<file path="src/rtl/led_trail_pwm.sv">
// Eight-channel LED trail: pattern bits load full brightness, which then decays on a slow tick and drives PWM outputs.
// Define LED_TRAIL_GAMMA_EN to apply square-law gamma correction to the PWM duty; default build is linear.
module led_trail_pwm #(
    parameter int DECAY_DIV  = 15_999,
    parameter int DECAY_STEP = 8
) (
    input  logic       clk,
    input  logic       rst,
    input  logic [7:0] pat_in,
    output logic [7:0] led,
    output logic       active
);

    localparam int             PW      = (DECAY_DIV < 1) ? 1 : $clog2(DECAY_DIV + 1);
    localparam logic [PW-1:0]  DIV_MAX = PW'(DECAY_DIV);
    localparam logic [7:0]     STEP    = 8'(DECAY_STEP);

    logic [PW-1:0] presc_q, presc_d;
    logic          tick;
    logic [7:0]    pwm_cnt_q, pwm_cnt_d;
    logic [7:0]    level_q [8];
    logic [7:0]    level_d [8];
    logic [7:0]    duty    [8];
    logic [7:0]    led_q, led_d;
    logic          active_q, active_d;
`ifdef LED_TRAIL_GAMMA_EN
    logic [15:0]   sq      [8];
`endif

    always_comb begin
        tick      = (presc_q == DIV_MAX);
        presc_d   = tick ? '0 : presc_q + 1'b1;
        pwm_cnt_d = (pwm_cnt_q == 8'd254) ? 8'd0 : pwm_cnt_q + 8'd1;
    end

    // A pattern bit reloads full brightness even on a tick cycle; decay saturates at zero.
    always_comb begin
        for (int i = 0; i < 8; i++) begin
            level_d[i] = level_q[i];
            if (pat_in[i]) begin
                level_d[i] = 8'd255;
            end else if (tick) begin
                level_d[i] = (level_q[i] > STEP) ? level_q[i] - STEP : 8'd0;
            end
        end
    end

    always_comb begin
        for (int i = 0; i < 8; i++) begin
`ifdef LED_TRAIL_GAMMA_EN
            sq[i]   = 16'(level_q[i]) * 16'(level_q[i]) + 16'd255;
            duty[i] = sq[i][15:8];
`else
            duty[i] = level_q[i];
`endif
        end
    end

    // The counter tops out at 254, so duty 255 is always on and duty 0 always off.
    always_comb begin
        led_d    = 8'h00;
        active_d = 1'b0;
        for (int i = 0; i < 8; i++) begin
            led_d[i] = (pwm_cnt_q < duty[i]);
            active_d = active_d | (level_q[i] != 8'd0);
        end
    end

    always_ff @(posedge clk) begin
        if (rst) begin
            presc_q   <= '0;
            pwm_cnt_q <= 8'd0;
            led_q     <= 8'h00;
            active_q  <= 1'b0;
            for (int i = 0; i < 8; i++) begin
                level_q[i] <= 8'd0;
            end
        end else begin
            presc_q   <= presc_d;
            pwm_cnt_q <= pwm_cnt_d;
            led_q     <= led_d;
            active_q  <= active_d;
            for (int i = 0; i < 8; i++) begin
                level_q[i] <= level_d[i];
            end
        end
    end

    assign led    = led_q;
    assign active = active_q;

endmodule

</file>
<file path="config.mk">
export PLATFORM = sky130hd
export DESIGN_NAME = led_trail_pwm
export DESIGN_NICKNAME = d
export VERILOG_FILES = /design/src/rtl/led_trail_pwm.sv
export SDC_FILE = /design/constraint.sdc
export NUM_CORES = 1
export LEC_CHECK = 0
export CAP_MARGIN = 10
export CORE_UTILIZATION = 25
export CTS_CLUSTER_DIAMETER = 40
export CTS_CLUSTER_SIZE = 20
export DETAILED_ROUTE_END_ITERATION = 16
export MAX_ROUTING_LAYER = met4
export PLACE_DENSITY = 0.47
export SETUP_SLACK_MARGIN = 0.4
export SYNTH_ARGS = -nofsm -noshare
export SYNTH_HDL_FRONTEND = slang
export SYNTH_SLANG_ARGS = --single-unit
</file>
<file path="constraint.sdc">
create_clock -name clk -period 2.35 [get_ports clk]
set_input_delay 0.47 -clock clk [delete_from_list [all_inputs] [get_ports clk]]
set_output_delay 0.47 -clock clk [all_outputs]
set_load 0.05 [all_outputs]
</file>
Yosys cells after proc, flatten, opt, wreduce, memory -nomap -nowiden. Memory sizes are Yosys's and may differ from the RTL's. Cells that the tools add are included.

Register bits after elaboration: 31. Bits in writable memories: 64. Output and inout port bits: 9. Logic and storage cells: 93. Memories: 1.

Add/subtract/negate cells: 10. Magnitude comparators: 16. Equality and inequality tests: 2. Muxes and demuxes: 35. Bitwise gates (word level): 15. Reductions and logical operators: 10.

Memories: level_q (depth 8, width 8, read ports 8, clocked after Yosys merged registers in 0, wr ports 8, RTL line 21) `logic [7:0] level_q [8];`.

Operators with widths (count): $mux W8 (32); $gt A8 B4 Y1 const B (8); $lt A8 B8 Y1 (8); $reduce_bool A8 Y1 (8); $sub A8 B4 Y8 const B (8); $or A1 B1 Y1 (15); $add A14 B1 Y14 const B (1); $eq A14 B14 Y1 const B (1); $add A8 B1 Y8 const B (1); $eq A8 B8 Y1 const B (1); $reduce_or A2 Y1 (2); $mux W1 (3).

Depth between registers and ports, before layout. Gate-level depths: netlist of the first run.

Depth in word-level cells: 8. Mapped depth: 8.

Worst setup path before layout of the first run. OpenSTA, ideal clock, no wires.

Kind: flip-flop to flip-flop. Start: register presc_q[0]. End: memory level_q[0][6]. Arrival time: 1979 ps. Slack: 297 ps. Stages on the path, launching flop included: 7. Clock period less this slack: 2053 ps. Path through: dfxtp_1 -> ha_1 -> nand2_1 -> or4_4 -> buf_6 -> or4_1 -> a31oi_1.

RTL lines: start: declaration (RTL line 18) `logic [PW-1:0] presc_q, presc_d;`; start signal: assignment (RTL line 79) `presc_q <= presc_d;`; end: declaration (RTL line 21).

==> impl_metrics.toml, run 1 <==
[layout]
fillerInstances = 1920
drive_above_1_share = 0.119
syn_to_final_growth_pct = 23.1
final_cell_mix = "dfxtp_1, inv_1, ha_1"
final_common_cell = "dfxtp_1"
fin_nets = 692
post-route-util = 0.318
antennaDiodeCount = 0

[global_routing]
first_global_vias = 4310
grt_max_degree = 36
gr-total-overflow = 0
antenna_found_initial = 0
track_usage = 0.149
grt_pass1_wl_um = 22000

[synth]
synth_top_family_by_area = "simple AND/OR/NAND/NOR gates"
synth_seq_area_share = 0.335
synth_nets = 648
ys_seq_elements = 79
postSynthAreaPerCell_um2 = 8.27
synth_simple_gate_area_frac = 0.195
synthAdderAreaFrac = 0.177
synth_cells = 571
synth_cell_types = 36
synthMuxAreaShare = 0
synth_xor_area_frac = 0.0315
synth_compound_area_frac = 0.191
mappedNetlistArea_um2 = 4720
synth_edf_count = 0
yosysWarnings = 0
synth-main-ff-cell = "dfxtp_1"
async_reset_ff_frac = 0

[outcome]
status = "completed"

[setup_path]
arrival_ps = 2260
worstSetupStartpointType = "flop"
cp_data_required_time_ps = 2610
crit_fanout = 6
worstSetupEndpointType = "flop"
critPathKind = "reg2reg"

[timing]
tightest_slew_ps = 782
fin_crit_sh = 0.847
min_period_ps = 1990
rsz0062_at_grt = "yes"
finalSetupViolCount = 0
final-hold-violation-count = 0
setup_tns_ps = 0
clock_skew_ps = 4.67
slew_headroom = 0.479
timing.fmax_mhz = 502
report.final.slew_viol_count = 0

[placement]
placement.io_buffers = 18
hpwl_um = 8820
gp_congestion = 0.788

[routing]
first_iter_violations = 360
drc = 0
firstDrtPassIters = 5
vias = 4347
wirelength_um = 13500
drt.antenna.violating_nets = 0
avgViaCountPerCell = 5.12
wl_per_cell_um = 15.9

[floorplanning]
ios = 19
initial_core_util = 0.259
core.rowCount = 49
fp.dieArea_um2 = 19500
fp.dieH_um = 139
die_w_um = 139
core-area_um2 = 18300

[job]
drv_cap = 0

[clock_network]
ctsHoldBuffers = 0
cts_num_sinks = 79
insertion_delay_ps = 350
cts.htree.levels = 3
clk_path_buf_depth = 2
clk_pin_slew_ps = 60
root_buffer = "clkbuf_16"
cts-buffers-inserted = 9
tritoncts = "done"

[min_path]
hold_path_class = "reg2reg"

[power_and_ir_drop]
peakVddDrop_uv = 359
p_per_area_nw_per_um2 = 588
p_leak_nw = 2.43
## cell usage after synthesis (all sizes together), types with 9 or more instances
| cell | instances | share of area |
|---|---|---|
| dfxtp | 79 | 0.33 |
| ha | 67 | 0.18 |
| inv | 66 | 0.052 |
| o21ai | 49 | 0.052 |
| nor2 | 45 | 0.036 |
| nand2 | 39 | 0.031 |
| a31oi | 38 | 0.050 |
| nand4 | 21 | 0.031 |
| nor4 | 20 | 0.028 |
| a21oi | 17 | 0.018 |
| nand3 | 16 | 0.017 |
| clkbuf | 13 | 0.010 |
| nor3 | 13 | 0.014 |
| a21o | 12 | 0.019 |
| xnor2 | 10 | 0.019 |
| or3 | 9 | 0.012 |
## through the flow
step / hold WS [ps] / cell area [um2] / total power, mW / std cells / worst slack (ps)
detailed placement: 437 / 5280 / 2.10 / 819 / 186
finish: 495 / 5820 / 3.42 / 849 / 359
global placement: 431 / 5280 / 2.09 / 819 / 196
floorplan: 420 / 4750 / 1.91 / 571 / 410
CTS: 498 / 5700 / 3.45 / 847 / 341
global route: 512 / 5820 / 3.60 / 849 / 272
## worst max-delay path, cell delays in order (launching register included)
cell and delay [ps]:
dfxtp_2 400, nand4_4 150, or4_4 660, buf_4 180, or3_1 330, a31oi_1 180
## report_power, final
part           internal [mW]  switching [mW]
Combinational          0.221           0.344
Sequential              1.43           0.100
Clock                  0.715           0.609
Total                   2.36            1.05
## metal layers
layer | vias to the layer above | track usage | part of all wire
met3 | 16 | 0.0344 | 0.034
met2 | 66 | 0.246 | 0.49
li1 | 2187 | - | -
met1 | 2078 | 0.181 | 0.47
met4 | 0 | 0.0398 | 0.014
met5 | - | - | 0
## worst paths after layout
| kind | end | cells after the start | from | slack (ps) |
|---|---|---|---|---|
| worst min register to register | level_q[0][17] | 2 | level_q[0][17] | 500 |
| worst max register to register | level_q[1][3] | 5 | presc_q[3] | 360 |
| worst max-delay path | level_q[1][3] | 5 | presc_q[3] | 360 |
| worst min-delay path | level_q[0][17] | 2 | level_q[0][17] | 500 |
## repair_timing
action	CTS	global route
gates cloned	2	0
setup buffers	10	2
endpoints found under the hold margin	0	0
pin swaps	7	11
endpoints found under the setup margin	40	38
resized for setup	18	26
## kinds of logic (layout without fill, tap and decap cells)
group                    count (synthesis)  in the layout
AND/OR/NAND/NOR                        179            181
AO/OA/AOI/OAI                          145            145
buffers and inverters                   84            131
flip-flops                              79             79
adder cells (fa/ha/maj)                 67             67
XOR/XNOR                                17             17
## layout make-up
type / instances / area (um2) / share of cell area
multi-input combinational: 410 / 2970 / 0.510
timing repair buffer: 49 / 450 / 0.0775
clock inverter: 7 / 50.0 / 0.00861
clock buffer: 9 / 225 / 0.0387
tap: 229 / 287 / 0.0493
sequential: 79 / 1590 / 0.273
inverter: 66 / 248 / 0.0426
## sequential cells by signal (all words and copies together), names as in the netlist
register,flops
level_q,48
presc_q,14
led,8
pwm_cnt_q,8
active,1
Power figures use the tool's default switching activity.
==> inputs of run 2 (changes only) <==
--- a/config.mk
+++ b/config.mk
@@ -11,7 +11,7 @@
 export CTS_CLUSTER_SIZE = 20
 export DETAILED_ROUTE_END_ITERATION = 16
 export MAX_ROUTING_LAYER = met4
-export PLACE_DENSITY = 0.47
+export PLACE_DENSITY = 0.48
 export SETUP_SLACK_MARGIN = 0.4
 export SYNTH_ARGS = -nofsm -noshare
 export SYNTH_HDL_FRONTEND = slang
==> constraint.sdc (replaced) <==
create_clock -name clk -period 1.6 [get_ports clk]
set_input_delay 0.32 -clock clk [delete_from_list [all_inputs] [get_ports clk]]
set_output_delay 0.32 -clock clk [all_outputs]
set_load 0.05 [all_outputs]
==> run 2 against run 1 <==
  * Critical path type unchanged
  * Largest power group unchanged
  * Global-route usage is 0.78 points higher
  * The flow now finishes with violations (setup timing)
  * Highest routed layer unchanged
  * Register-to-register slack worse by 670 ps
  * Cell count is 5.7% higher
  * Maximum frequency is 4.0% higher
==> impl_metrics.toml, run 2 (synthesis results as in run 1) <==
[layout]
largest-register = "level_q"
drive_above_1_share = 0.326
fin_nets = 740
fillerInstances = 1832
seq_area_um2 = 1650
largest_register_ffs = 48
final_cell_mix = "inv_1, buf_4, ha_1"
finalNonFillerCells = 897
syn_to_final_growth_pct = 45.2
reg_top3 = "level_q (48), presc_q (14)"
multiInputGateArea_um2 = 3320
antennaDiodeCount = 0
final_common_cell = "inv_1"

[floorplanning]
die_w_um = 139
fp.dieH_um = 139
fp.dieArea_um2 = 19500
core.rowCount = 49
ios = 19
initial_core_util = 0.259
core-area_um2 = 18300

[setup_path]
worstSetupEndpointType = "flop"
crit_start = "presc_q[8]"
reg2reg_depth = 5
ff2ff_setup_slack_ps = -310
arrival_ps = 2180
crit_fanout = 23
cp_data_required_time_ps = 1870
critPathKind = "reg2reg"
worstSetupStartpointType = "flop"
r2r_start = "presc_q[8]"

[timing]
fin_crit_sh = 1.20
min_period_ps = 1910
finalSetupViolCount = 59
fin_ws_ps = -314
slew_headroom = 0.540
tightest_slew_ps = 682
report.final.slew_viol_count = 0
rsz0062_at_grt = "yes"
clock_skew_ps = 6.84
whs_ps = 490
final-hold-violation-count = 0
timing.fmax_mhz = 523

[global_routing]
first_global_vias = 4684
grt_pass1_wl_um = 23300
grt_max_degree = 30
antenna_found_initial = 0
track_usage = 0.157
gr-total-overflow = 0

[routing]
vias = 4693
wirelength_um = 14900
avgViaCountPerCell = 5.23
firstDrtPassIters = 4
first_iter_violations = 239
wl_per_cell_um = 16.6
drt.antenna.violating_nets = 0
drc = 0

[clock_network]
cts_num_sinks = 79
cts.htree.levels = 3
tritoncts = "done"
clk_path_buf_depth = 2
root_buffer = "clkbuf_16"
insertion_delay_ps = 340
cts-buffers-inserted = 9
clk_pin_slew_ps = 70

[outcome]
violations = "setup timing"
status = "finished, violations left"

[min_path]
hold_depth = 2
hold_path_class = "reg2reg"
hold_start = "level_q[0][1]"

[job]
drv_cap = 0

[power_and_ir_drop]
p_leak_nw = 2.82
p_per_area_nw_per_um2 = 805
peakVddDrop_uv = 520

[placement]
gp_congestion = 0.781
placement.io_buffers = 18
placed_cells = 855
hpwl_um = 9590
dp_slack_ps = -331
-- run 2: what timing repair did --
item	4_1_cts	5_1_grt
setup buffers	16	5
gates resized for setup	57	55
pin swaps	36	39
hold buffers	0	0
endpoints found under the setup margin	79	81
gates cloned	4	1
-- run 2: layout make-up --
cell class,count,area share
repair buffers,99,0.151
well taps,229,0.0418
inverters,66,0.0361
flip-flops and latches,79,0.241
multi-input cells,408,0.483
clock buffers,12,0.0405
clock inverters,4,0.00729
-- run 2: final timing paths --
| kind | to |
|---|---|
| max reg2reg | level_q[1][6] |
| min | level_q[0][1] |
| min reg2reg | level_q[0][1] |
| max | level_q[1][6] |
-- run 2: routing by layer --
metal / routed length (um) / vias to the layer above / track usage
li1: - / 2288 / -
met5: 0 / - / -
met4: 255 / 0 / 0.0596
met2: 7390 / 80 / 0.259
met3: 408 / 18 / 0.0275
met1: 6820 / 2307 / 0.189
-- run 2: where the power goes --
part           internal (mW)  leakage [nW]  switching (mW)
Combinational          0.424          1.99           0.575
Clock                   1.39         0.156           0.877
Sequential              2.10         0.669           0.163
Total                   3.91          2.82            1.61
-- run 2: metrics by stage --
stage	power, mW	utilization	area (um2)	TNS [ps]
3_5_place_dp	3.16	0.315	5760	-8820
6_report	5.52	0.376	6860	-10900
5_1_grt	5.78	0.376	6860	-15110
4_1_cts	5.49	0.359	6560	-12030
3_3_place_gp	3.13	0.315	5760	-6730
2_1_floorplan	2.84	-	4940	-8110
-- run 2: worst max-delay path: stages (launching register included) --
cell and delay (ps):
dfxtp_1 310, nand4bb_1 210, or4_4 590, buf_12 190
or4_1 400, a31oi_1 140
==> inputs of run 3 (changes only) <==
--- a/config.mk
+++ b/config.mk
@@ -5,12 +5,13 @@
 export SDC_FILE = /design/constraint.sdc
 export NUM_CORES = 1
 export LEC_CHECK = 0
+export ABC_AREA = 0
 export CAP_MARGIN = 10
+export CORE_MARGIN = 2
 export CORE_UTILIZATION = 25
 export CTS_CLUSTER_DIAMETER = 40
 export CTS_CLUSTER_SIZE = 20
 export DETAILED_ROUTE_END_ITERATION = 16
-export MAX_ROUTING_LAYER = met4
 export PLACE_DENSITY = 0.48
 export SETUP_SLACK_MARGIN = 0.4
 export SYNTH_ARGS = -nofsm -noshare
==> run 3 against run 2 <==
  * The run still ends with setup timing left
  * First-iteration DRC count rose by 4.6%
  * Via count is 0.23% lower
  * Sequential power is essentially flat
  * Combinational power up 6%
  * Critical path type unchanged
  * Clock-buffer cell count down 2
  * Sequential share of layout area down 0.42 points
  * Power increased by 1.5%
  * Worst setup slack gained 21 ps
  * Register-to-register slack better by 20 ps
==> impl_metrics.toml, run 3 (synthesis results as in run 1) <==
[outcome]
status = "finished, violations left"
violations = "setup timing"

[layout]
largest-register = "level_q"
final_common_cell = "buf_4"
reg_top3 = "level_q (48), presc_q (14)"
finalNonFillerCells = 916
drive_above_1_share = 0.361
antennaDiodeCount = 0
fin_nets = 754
largest_register_ffs = 48
fillerInstances = 1875
final_cell_mix = "buf_4, inv_1, ha_1"
syn_to_final_growth_pct = 49.1

[placement]
gp_congestion = 0.794
placed_cells = 867
hpwl_um = 9840
placement.io_buffers = 18
dp_slack_ps = -311

[floorplanning]
fp.dieArea_um2 = 20000
die_w_um = 141
fp.dieH_um = 141
ios = 19
core-area_um2 = 18600
initial_core_util = 0.253
core.rowCount = 50

[clock_network]
clk_path_buf_depth = 2
ctsHoldBuffers = 0
cts_num_sinks = 79
clk_pin_slew_ps = 70
cts-buffers-inserted = 9
insertion_delay_ps = 350
cts.htree.levels = 3
root_buffer = "clkbuf_16"
tritoncts = "done"

[routing]
wl_met1_um = 6750
first_iter_violations = 250
wl_met2_um = 7070
vias = 4682
firstDrtPassIters = 5
drt.antenna.violating_nets = 0
avgViaCountPerCell = 5.11
wirelength_um = 14500
wl_per_cell_um = 15.9
drc = 0
wl_met3_um = 504
top_layer = "met4"

[power_and_ir_drop]
power_frac_seq = 0.402
p_sw_mw = 1.67
p_per_area_nw_per_um2 = 796
pwr-share-comb = 0.188
p_total_mw = 5.61
power_frac_clock = 0.409
p_leak_nw = 2.89
swShare = 0.298
p_int_mw = 3.94
peakVddDrop_uv = 515

[min_path]
hold_depth = 3
hold_end = "level_q[1][21]"
hold_start = "rst"
hold_path_class = "in2reg"

[setup_path]
worstSetupEndpointType = "flop"
arrival_ps = 2170
cpMaxStageDelayCell = "or4_4"
reg2reg_depth = 6
critPathMaxStageDelay_ps = 560
ff2ff_setup_slack_ps = -290
worstSetupStartpointType = "flop"
crit_fanout = 13
r2r_start = "presc_q[1]"
rr_endpoint = "level_q[0][6]"
critPathKind = "reg2reg"
crit_chain = "ha_4, nand2_4, or4_4, buf_12, or4_1, a31oi_1"
cp_data_required_time_ps = 1880

[global_routing]
gr-total-overflow = 0
first_global_vias = 4501
grt_pass1_wl_um = 23000
antenna_found_initial = 0
track_usage = 0.145
grt_max_degree = 17

[timing]
fin_ws_ps = -293
final-hold-violation-count = 0
clock_skew_ps = 7.62
rsz0062_at_grt = "yes"
slew_headroom = 0.552
timing.fmax_mhz = 528
fin_crit_sh = 1.18
finalSetupViolCount = 59
report.final.slew_viol_count = 0
tightest_slew_ps = 665
min_period_ps = 1890

[job]
drv_cap = 0
==> run 3: worst max-delay path: cells and delay by family (launching register included) <==
| family | cells | cell delay, ps |
|---|---|---|
| AOI/OAI and AO/OA | 1 | 160 |
| adders and majority gates | 1 | 150 |
| buffers and inverters | 1 | 180 |
| DFF | 1 | 350 |
| and+or+nand+nor | 3 | 990 |
==> run 3: metrics by stage <==
stage	TNS (ps)	cell area [um2]	util	hold WS, ps
floorplan	-8110	4940	-	418
global placement	-7700	5830	0.313	488
detailed placement	-8830	5830	0.313	482
CTS	-9240	6470	0.347	458
global route	-12900	7040	0.378	470
finish	-8760	7040	0.378	455
==> run 3: how the worst max path moves through the flow <==
stage / start / end / slack [ps] / cells after the start
after floorplan: presc_q[7] / level_q[1][11] / -270 / 6
final: presc_q[1] / level_q[0][6] / -290 / 6
after global placement: presc_q[7] / level_q[0][19] / -290 / 5
after CTS: presc_q[1] / level_q[1][6] / -290 / 6
after detailed placement: presc_q[7] / level_q[1][6] / -310 / 5
after global routing: presc_q[1] / level_q[0][6] / -380 / 6
==> run 3: power by group through the flow <==
stage	Sequential [mW]	Clock [mW]	Combinational, mW
after detailed placement	2.28	0	0.901
after global placement	2.28	0	0.876
after global routing	2.28	2.46	1.18
after CTS	2.25	2.37	0.952
after floorplan	2.35	0	0.492
final	2.25	2.29	1.06
==> run 3: cell type report <==
class                           instances  area [um2]  share of cell area
Sequential cell                        79        1660               0.236
Multi-Input combinational cell        408        3380               0.480
Clock buffer                           10         229              0.0325
Timing Repair Buffer                  113        1130               0.160
Tap cell                              234         293              0.0416
Clock inverter                          6        92.6              0.0131
Inverter                               66         253              0.0359
==> run 3: what timing repair did <==
item / 4_1_cts / 5_1_grt
pin swaps: 26 / 65
buffers inserted: 6 / 24
gates cloned: 2 / 1
setup endpoints to repair: 78 / 85
resized for setup: 54 / 88
==> run 3: per-layer routing <==
metal,GRT usage,vias up
li1,-,2319
met1,0.190,2252
met2,0.242,93
met3,0.0358,18
met4,0.0337,0
met5,0,-
